**config.mk**
```make
export PLATFORM = sky130hd
export DESIGN_NAME = vip_frame_ctrl_flat
export DESIGN_NICKNAME = d
export VERILOG_FILES = /design/src/rtl/vip_frame_ctrl_if.sv /design/src/rtl/vip_frame_ctrl.sv /design/src/flat_wrapper.sv
export SDC_FILE = /design/constraint.sdc
export NUM_CORES = 1
export LEC_CHECK = 0
export BUFFER_PORTS_ARGS = -buffer_cell sky130_fd_sc_hd__clkbuf_2
export CELL_PAD_IN_SITES_DETAIL_PLACEMENT = 0
export CELL_PAD_IN_SITES_GLOBAL_PLACEMENT = 1
export CORE_ASPECT_RATIO = 0.75
export CORE_MARGIN = 4
export CORE_UTILIZATION = 44
export DETAILED_ROUTE_END_ITERATION = 10
export GPL_TIMING_DRIVEN = 1
export PLACE_DENSITY = 0.84
export SYNTH_ARGS = -nofsm -noshare
export SYNTH_HDL_FRONTEND = slang
export SYNTH_SLANG_ARGS = --single-unit
```
**constraint.sdc**
```tcl
create_clock -name pclk -period 2 [get_ports pclk]
set_input_delay 0.1 -clock pclk [delete_from_list [all_inputs] [get_ports pclk]]
set_output_delay 0.1 -clock pclk [all_outputs]
set_load 0.01 [all_outputs]
```
**src/rtl/vip_frame_ctrl_if.sv**
```systemverilog
// vip_frame_ctrl_if: control, video-sync and status bundle for vip_frame_ctrl; carries err_cnt when VIP_FRAME_CTRL_ERRCNT_EN is defined
interface vip_frame_ctrl_if;
  logic cfg_en, cfg_bypass, in_vsync, in_href;
  logic pipe_en, pipe_bypass, frame_start, frame_done, err_width, err_height, busy;
  logic [15:0] frame_cnt;
`ifdef VIP_FRAME_CTRL_ERRCNT_EN
  logic [15:0] err_cnt;
`endif
  modport master (
    output cfg_en, cfg_bypass, in_vsync, in_href,
    input  pipe_en, pipe_bypass, frame_start, frame_done, err_width, err_height, busy, frame_cnt
`ifdef VIP_FRAME_CTRL_ERRCNT_EN
    , err_cnt
`endif
  );
  modport slave (
    input  cfg_en, cfg_bypass, in_vsync, in_href,
    output pipe_en, pipe_bypass, frame_start, frame_done, err_width, err_height, busy, frame_cnt
`ifdef VIP_FRAME_CTRL_ERRCNT_EN
    , err_cnt
`endif
  );
endinterface

```
**src/rtl/vip_frame_ctrl.sv**
```systemverilog
// vip_frame_ctrl: frame-locked enable/bypass controller with line and frame size checking; optional err_cnt via VIP_FRAME_CTRL_ERRCNT_EN
module vip_frame_ctrl #(
  parameter int WIDTH  = 1280,
  parameter int HEIGHT = 960,
  parameter int LAT    = 3
) (
  input logic pclk,
  input logic rst,
  vip_frame_ctrl_if.slave io
);
  typedef enum logic [1:0] {IDLE, WAIT, ACTIVE, DONE} state_t;
  state_t state, state_nx;
  logic vsync_q, href_q, shadow;
  logic [15:0] pix_cnt, line_cnt;
  logic [LAT-1:0] done_sr;
  logic vs_rise, start, line_end, last_line;
  assign vs_rise   = io.in_vsync & ~vsync_q;
  assign start     = vs_rise & (((state == WAIT) & io.cfg_en) | (state == ACTIVE));
  // a vsync rise takes precedence over a coincident href fall
  assign line_end  = (state == ACTIVE) & ~io.in_href & href_q & ~vs_rise;
  assign last_line = line_end & ((line_cnt + 16'd1) == 16'(HEIGHT));
  assign io.pipe_en     = (state == ACTIVE) | (state == DONE);
  assign io.pipe_bypass = io.pipe_en & shadow;
  assign io.busy        = state == ACTIVE;
  assign io.frame_done  = done_sr[LAT-1];
  always_comb begin
    state_nx = state;
    state_nx = (state == IDLE)   ? (io.cfg_en ? WAIT : IDLE) :
               (state == WAIT)   ? (!io.cfg_en ? IDLE : vs_rise ? ACTIVE : WAIT) :
               (state == ACTIVE) ? (vs_rise ? ACTIVE : last_line ? DONE : ACTIVE) :
                                   (io.cfg_en ? WAIT : IDLE);
  end
  always_ff @(posedge pclk)
    if (rst) state <= IDLE;
    else     state <= state_nx;
  always_ff @(posedge pclk) begin
    if (rst) begin
      vsync_q        <= 1'b0;
      href_q         <= 1'b0;
      shadow         <= 1'b0;
      pix_cnt        <= '0;
      line_cnt       <= '0;
      done_sr        <= '0;
      io.frame_start <= 1'b0;
      io.err_width   <= 1'b0;
      io.err_height  <= 1'b0;
      io.frame_cnt   <= '0;
    end else begin
      vsync_q        <= io.in_vsync;
      href_q         <= io.in_href;
      io.frame_start <= start;
      io.err_height  <= start & (state == ACTIVE);
      io.err_width   <= line_end & (pix_cnt != 16'(WIDTH));
      done_sr        <= LAT'({done_sr, state == DONE});
      if (state == DONE) io.frame_cnt <= io.frame_cnt + 16'd1;
      if (start) begin
        shadow   <= io.cfg_bypass;
        pix_cnt  <= '0;
        line_cnt <= '0;
      end else if (line_end) begin
        pix_cnt  <= '0;
        line_cnt <= line_cnt + 16'd1;
      end else if ((state == ACTIVE) & io.in_href & (pix_cnt != 16'hffff)) begin
        pix_cnt  <= pix_cnt + 16'd1;
      end
    end
  end
`ifdef VIP_FRAME_CTRL_ERRCNT_EN
  logic [16:0] err_sum;
  assign err_sum = {1'b0, io.err_cnt} + 17'(io.err_width) + 17'(io.err_height);
  always_ff @(posedge pclk)
    io.err_cnt <= rst ? '0 : err_sum[16] ? 16'hffff : err_sum[15:0];
`endif
endmodule
```
**src/flat_wrapper.sv**
```systemverilog
// flat-port wrapper written by rule: the top's interface ports become plain ports
module vip_frame_ctrl_flat 
#(
  parameter int WIDTH  = 1280,
  parameter int HEIGHT = 960,
  parameter int LAT    = 3
)
  (pclk, rst, io_cfg_en, io_cfg_bypass, io_in_vsync, io_in_href, io_pipe_en, io_pipe_bypass, io_frame_start, io_frame_done, io_err_width, io_err_height, io_busy, io_frame_cnt);
  vip_frame_ctrl_if io_i ();
  input logic pclk;
  input logic rst;
  input wire logic [$bits(io_i.cfg_en)-1:0] io_cfg_en;
  input wire logic [$bits(io_i.cfg_bypass)-1:0] io_cfg_bypass;
  input wire logic [$bits(io_i.in_vsync)-1:0] io_in_vsync;
  input wire logic [$bits(io_i.in_href)-1:0] io_in_href;
  output wire logic [$bits(io_i.pipe_en)-1:0] io_pipe_en;
  output wire logic [$bits(io_i.pipe_bypass)-1:0] io_pipe_bypass;
  output wire logic [$bits(io_i.frame_start)-1:0] io_frame_start;
  output wire logic [$bits(io_i.frame_done)-1:0] io_frame_done;
  output wire logic [$bits(io_i.err_width)-1:0] io_err_width;
  output wire logic [$bits(io_i.err_height)-1:0] io_err_height;
  output wire logic [$bits(io_i.busy)-1:0] io_busy;
  output wire logic [$bits(io_i.frame_cnt)-1:0] io_frame_cnt;
  assign io_i.cfg_en = io_cfg_en;
  assign io_i.cfg_bypass = io_cfg_bypass;
  assign io_i.in_vsync = io_in_vsync;
  assign io_i.in_href = io_in_href;
  assign io_pipe_en = io_i.pipe_en;
  assign io_pipe_bypass = io_i.pipe_bypass;
  assign io_frame_start = io_i.frame_start;
  assign io_frame_done = io_i.frame_done;
  assign io_err_width = io_i.err_width;
  assign io_err_height = io_i.err_height;
  assign io_busy = io_i.busy;
  assign io_frame_cnt = io_i.frame_cnt;
  vip_frame_ctrl #(.WIDTH(WIDTH), .HEIGHT(HEIGHT), .LAT(LAT)) u_core (.pclk(pclk), .rst(rst), .io(io_i));
endmodule
```
* Word level (Yosys, flattened, before mapping)
Index checks and enable logic that the tools add are counted.
** Storage, ports and cells
- Bits in registers :: 59
- Word-level logic and storage cells :: 48
- Input port bits :: 6
- Output and inout bits :: 23
** Operators by class
- Reductions and logical operators :: 3
- $add $sub $neg :: 3
- Bitwise logic cells :: 17
- Multiplexer cells :: 8
- Equality and inequality tests :: 6
** Operators with widths (number)
- $add A16 B1 Y16 const B :: 3
- $eq A16 B10 Y1 const B :: 1
- $ne A16 B11 Y1 const B :: 1
- $ne A16 B16 Y1 const B :: 1
- $and A1 B1 Y1 :: 12
- $mux W2 :: 6
- $eq A2 B2 Y1 const B :: 2
- $not A1 Y1 :: 3
- $reduce_or A3 Y1 :: 1
- $eq A2 B1 Y1 const B :: 1
- $logic_not A2 Y1 :: 1
- $mux W1 :: 2
- $or A1 B1 Y1 :: 2
- $reduce_or A2 Y1 :: 1

* Logic depth before layout (Yosys ltp)
- Depth after elaboration :: 10
- Depth in mapped cells :: 7
- Depth with buffers taken out :: 6

* Worst setup path after synthesis
OpenSTA, ideal clock, no wires.
- Path type :: reg2reg
- From :: reg u_core.line_cnt[0]
- To :: reg u_core.state[0]
- Setup slack :: 0.304 ns
- Required time :: 1.931 ns
- Arrival time :: 1.627 ns
- Buffers on the path :: 0
- Cell stages (with the launch flop) :: 7
- Setup time :: 0.069 ns
- Clock period less this slack :: 1.696 ns
- Cell sequence :: dfxtp_1 -> ha_1 -> nand3_1 -> nor2_1 -> nand4_1 -> a211o_1 -> o21ai_1
** On the way
- Word-level cells in the longest chain between the ends :: 8
** RTL lines
- start: declaration :: line vip_frame_ctrl.sv:14 : logic [15:0] pix_cnt, line_cnt;
- start signal: assignment :: line vip_frame_ctrl.sv:62 : line_cnt <= line_cnt + 16'd1;
- $add A16 B1 Y16 :: line vip_frame_ctrl.sv:21 : assign last_line = line_end & ((line_cnt + 16'd1) == 16'(HEIGHT));
- $eq A16 B10 Y1 :: line vip_frame_ctrl.sv:21
- $and A1 B1 Y1 :: line vip_frame_ctrl.sv:21
- $mux W1 :: line vip_frame_ctrl.sv:30 : (state == ACTIVE) ? (vs_rise ? ACTIVE : last_line ? DONE : ACTIVE) :
- $mux W2 (2 in a row) :: line vip_frame_ctrl.sv:30
- $mux W2 :: line vip_frame_ctrl.sv:29 : (state == WAIT) ? (!io.cfg_en ? IDLE : vs_rise ? ACTIVE : WAIT) :
- $mux W2 :: line vip_frame_ctrl.sv:28 : state_nx = (state == IDLE) ? (io.cfg_en ? WAIT : IDLE) :
- end signal: assignment :: line vip_frame_ctrl.sv:35 : else state <= state_nx;
- end: declaration :: line vip_frame_ctrl.sv:12 : state_t state, state_nx;
Every way passes these cells.
A chain may end at the register's enable or synchronous reset.

* Final worst setup path
- From :: reg u_core.line_cnt[4]
- To :: reg u_core.state[0]
The elaborated chain is that of the path after synthesis.

==> run metrics <==
internal power summed over all cells between 1500 and 2000 uW; number of iterations in the first detailed-routing pass 4; highest fanout seen on the critical path 11; Clock Latency Late Sink about 0.33 ns; unrepaired setup endpoints after global routing false; ratio of cells with drive above 1 in the final layout 0.1912; highest routed metal layer met4; design area 3450 sq um; average wire per cell in the routed design 13.28 um; leading cell types by total area after synthesis sky130_fd_sc_hd__dfxtp_1 (40%), sky130_fd_sc_hd__xnor2_1 (5.6%), sky130_fd_sc_hd__nor2_1 (4.5%); measured slew at the worst slew-check pin 0.4828 ns; routed metal-1 wire length 3485 um; fraction of the cycle the final worst path needs 0.9092; number of clock buffers inserted by TritonCTS 9; core area 6412 sq um; HPWL Detailed 4565 um; count of final max-slew check failures 0; Antenna diodes 0; vias in the first global route ~2,400; type of the tightest min-delay check in2reg; Setup TNS Final 0 ns; Syn Area/Cell ~8.6 sq um; largest net degree at the start of global routing 28; EDFF count, synth 0; Vias 2,539; H-tree levels 3; clock tree root buffer cell sky130_fd_sc_hd__clkbuf_8; depth of the most critical reg-to-reg path 5; Routed met3 length 265 um; Layout Skew 0.01136 ns; Via density 5.425; Port Buf Inserts 28; count of placed standard cells in the final layout, fillers left out about 470; post-layout minimum cycle time about 1.8 ns; initial antenna violation count 0; yosys synthesis warning count 0; GPL Wtd Cong 0.7958; placed cell count 451; max frequency 0.5499 GHz; proportion of power drawn by the clock network 0.454; antenna-violating nets left 0; Post-synth top flop sky130_fd_sc_hd__dfxtp_1; category of the worst setup path launch point flop; Slew Limit Headroom 0.6773; final setup vio count 0; Placement Rows 25; count of unresolved DRC violations after routing 0; count of unique library cells instantiated by Yosys 54; Area growth syn-to-layout 16.08%; net count reported at finish between 300 and 400; number of DRC markers in iteration 0 85; total power per unit cell area roughly 660 nW/um^2; Post-Route WL between 6000 and 7000 um; net count after synthesis 355; sequential cell area in the final layout 1182 sq um; flip-flop and latch count after synthesis 59; overall power 2291 uW; initial core utilization 0.4634; library cell with the largest summed area after synthesis sky130_fd_sc_hd__dfxtp_1; logic gate share of total power 0.029; Ports 29; run status complete, no violations; width of the die 102.9 um; crit path capture type flop; clock edge transition at the registers on the reported setup and hold paths 0.07 ns; part of the Yosys area used for sequential elements 0.3975; Final Hold Vio Count 0; Min-Delay Path Depth 2; GRT Residual Overflow 0; number of maximum-capacitance violations 0; portion of synthesized cell area occupied by the leading cell type 0.3975; switching power as a share of total power 0.2255; wire length on met2 ~2400 um; static power due to leakage approximately 0.0012 uW; filler cell count in the final layout between 600 and 700; cell area after synthesis 2972 sq um; Peak VDD IR 0.6433 mV; total number of clock tree sinks 59; global-route wire length before repair 10,850 um; P_sw 516.8 uW; fraction of registers with async set/reset 0; multi-input logic area 1667 sq um; maximum buffer depth of the clock tree 2; Data arrival, critical path between 2 and 2.5 ns; register share of total power 0.517; gr usage total 0.1654; clock tree from TritonCTS yes; placed cell areas 3223 sq um; full die area 8146 sq um; required time at the endpoint of the critical path 2.27 ns; Syn Inst Count 345; Chip Height approximately 79 um; critical path class reg2reg
## cells by family after synthesis
kind of cell    share of synthesized area
compound gates                     0.1453
xor+xnor                          0.09137
fa+ha+maj                         0.01684
buf+inv                           0.04632
flops                              0.3975
mux                               0.01011
simple gates                       0.2926
## critical path: stages, from the launching register on
cell	delay [ns]
sky130_fd_sc_hd__dfxtp_1	0.51
sky130_fd_sc_hd__nand4_2	0.27
sky130_fd_sc_hd__or3_1	0.47
sky130_fd_sc_hd__xor2_1	0.17
sky130_fd_sc_hd__a211o_1	0.23
sky130_fd_sc_hd__o21ai_1	0.11
## layout make-up
class                           count  area share
Multi-Input combinational cell    260      0.4831
Sequential cell                    59      0.3428
Timing Repair Buffer               43     0.07835
Clock buffer                        9     0.03591
Tap cell                           81     0.02938
Clock inverter                      6     0.01959
Inverter                           10     0.01088
## cell usage after synthesis, types with 7 or more instances
cell / number
sky130_fd_sc_hd__nand3_1: 19
sky130_fd_sc_hd__o21ai_0: 17
sky130_fd_sc_hd__nand2_1: 22
sky130_fd_sc_hd__xnor2_1: 19
sky130_fd_sc_hd__nand4_1: 9
sky130_fd_sc_hd__xor2_1: 12
sky130_fd_sc_hd__nor2_1: 36
sky130_fd_sc_hd__nor2b_1: 7
sky130_fd_sc_hd__dfxtp_1: 59
sky130_fd_sc_hd__inv_1: 10
sky130_fd_sc_hd__a21oi_1: 17
sky130_fd_sc_hd__clkbuf_1: 7
sky130_fd_sc_hd__nor3_1: 11
sky130_fd_sc_hd__or3_1: 10
sky130_fd_sc_hd__nor4_1: 8
## sequential cells by signal, summed over array words and instances (netlist names)
register               cells
u_core.io.frame_start      1
u_core.shadow              1
u_core.line_cnt           16
u_core.href_q              1
u_core.vsync_q             1
u_core.io.err_width        1
u_core.state               2
u_core.io.frame_cnt       16
u_core.done_sr             3
u_core.io.err_height       1
u_core.pix_cnt            16
## timing repair
| action | 4_1_cts | 5_1_grt |
|---|---|---|
| buffers inserted | 0 | 0 |
| resized for setup | 0 | 4 |
| endpoints found under the setup margin | 0 | 3 |
| hold endpoints to repair | 2 | 0 |
| hold buffers | 2 | 0 |
## power groups by stage
stage	Clock [uW]	Sequential, uW	Combinational (uW)
floorplan	0	1210	43.7
detailed placement	0	1210	62.0
CTS	1070	1190	65.3
finish	1040	1190	65.7
global placement	0	1210	62.2
global route	1130	1190	72.9
## worst paths after layout
check | startpoint | to | slack, ns
min | io_in_href | u_core.href_q$_SDFF_PP0_ | 0.03
max | u_core.line_cnt[4]$_SDFFE_PP0P_ | u_core.state[0]$_SDFF_PP0_ | 0.18
max reg2reg | u_core.line_cnt[4]$_SDFFE_PP0P_ | u_core.state[0]$_SDFF_PP0_ | 0.18
min reg2reg | u_core.done_sr[1]$_SDFF_PP0_ | u_core.done_sr[2]$_SDFF_PP0_ | 0.44
## cell usage in the layout, fill, tap and decap left out, types with 10 or more instances in the layout
cell type,synthesis,layout
sky130_fd_sc_hd__nand2_1,22,22
sky130_fd_sc_hd__nand3_1,19,19
sky130_fd_sc_hd__nor2_1,36,35
sky130_fd_sc_hd__buf_4,0,12
sky130_fd_sc_hd__dfxtp_1,59,58
sky130_fd_sc_hd__nor3_1,11,11
sky130_fd_sc_hd__a21oi_1,17,17
sky130_fd_sc_hd__clkbuf_2,0,28
sky130_fd_sc_hd__o21ai_0,17,17
sky130_fd_sc_hd__inv_1,10,10
sky130_fd_sc_hd__xnor2_1,19,19
sky130_fd_sc_hd__xor2_1,12,12
## layer usage
metal  vias to the layer above  GRT usage
met2                        41     0.2215
met3                         6    0.05004
met4                         0    0.05175
li1                       1323          -
met1                      1169     0.2489
met5                         -          0
## per-stage QoR
| stage | hold WS, ns | worst slack [ns] | utilization |
|---|---|---|---|
| after floorplan | 0.2282 | 0.3043 | - |
| after global routing | 0.03367 | 0.01001 | 0.5380 |
| final | 0.02807 | 0.1816 | 0.5380 |
| after global placement | 0.3417 | 0.2149 | 0.5026 |
| after detailed placement | 0.3501 | 0.1406 | 0.5026 |
| after CTS | 0.02944 | 0.1159 | 0.5356 |
(Power assumes the default switching activity.)
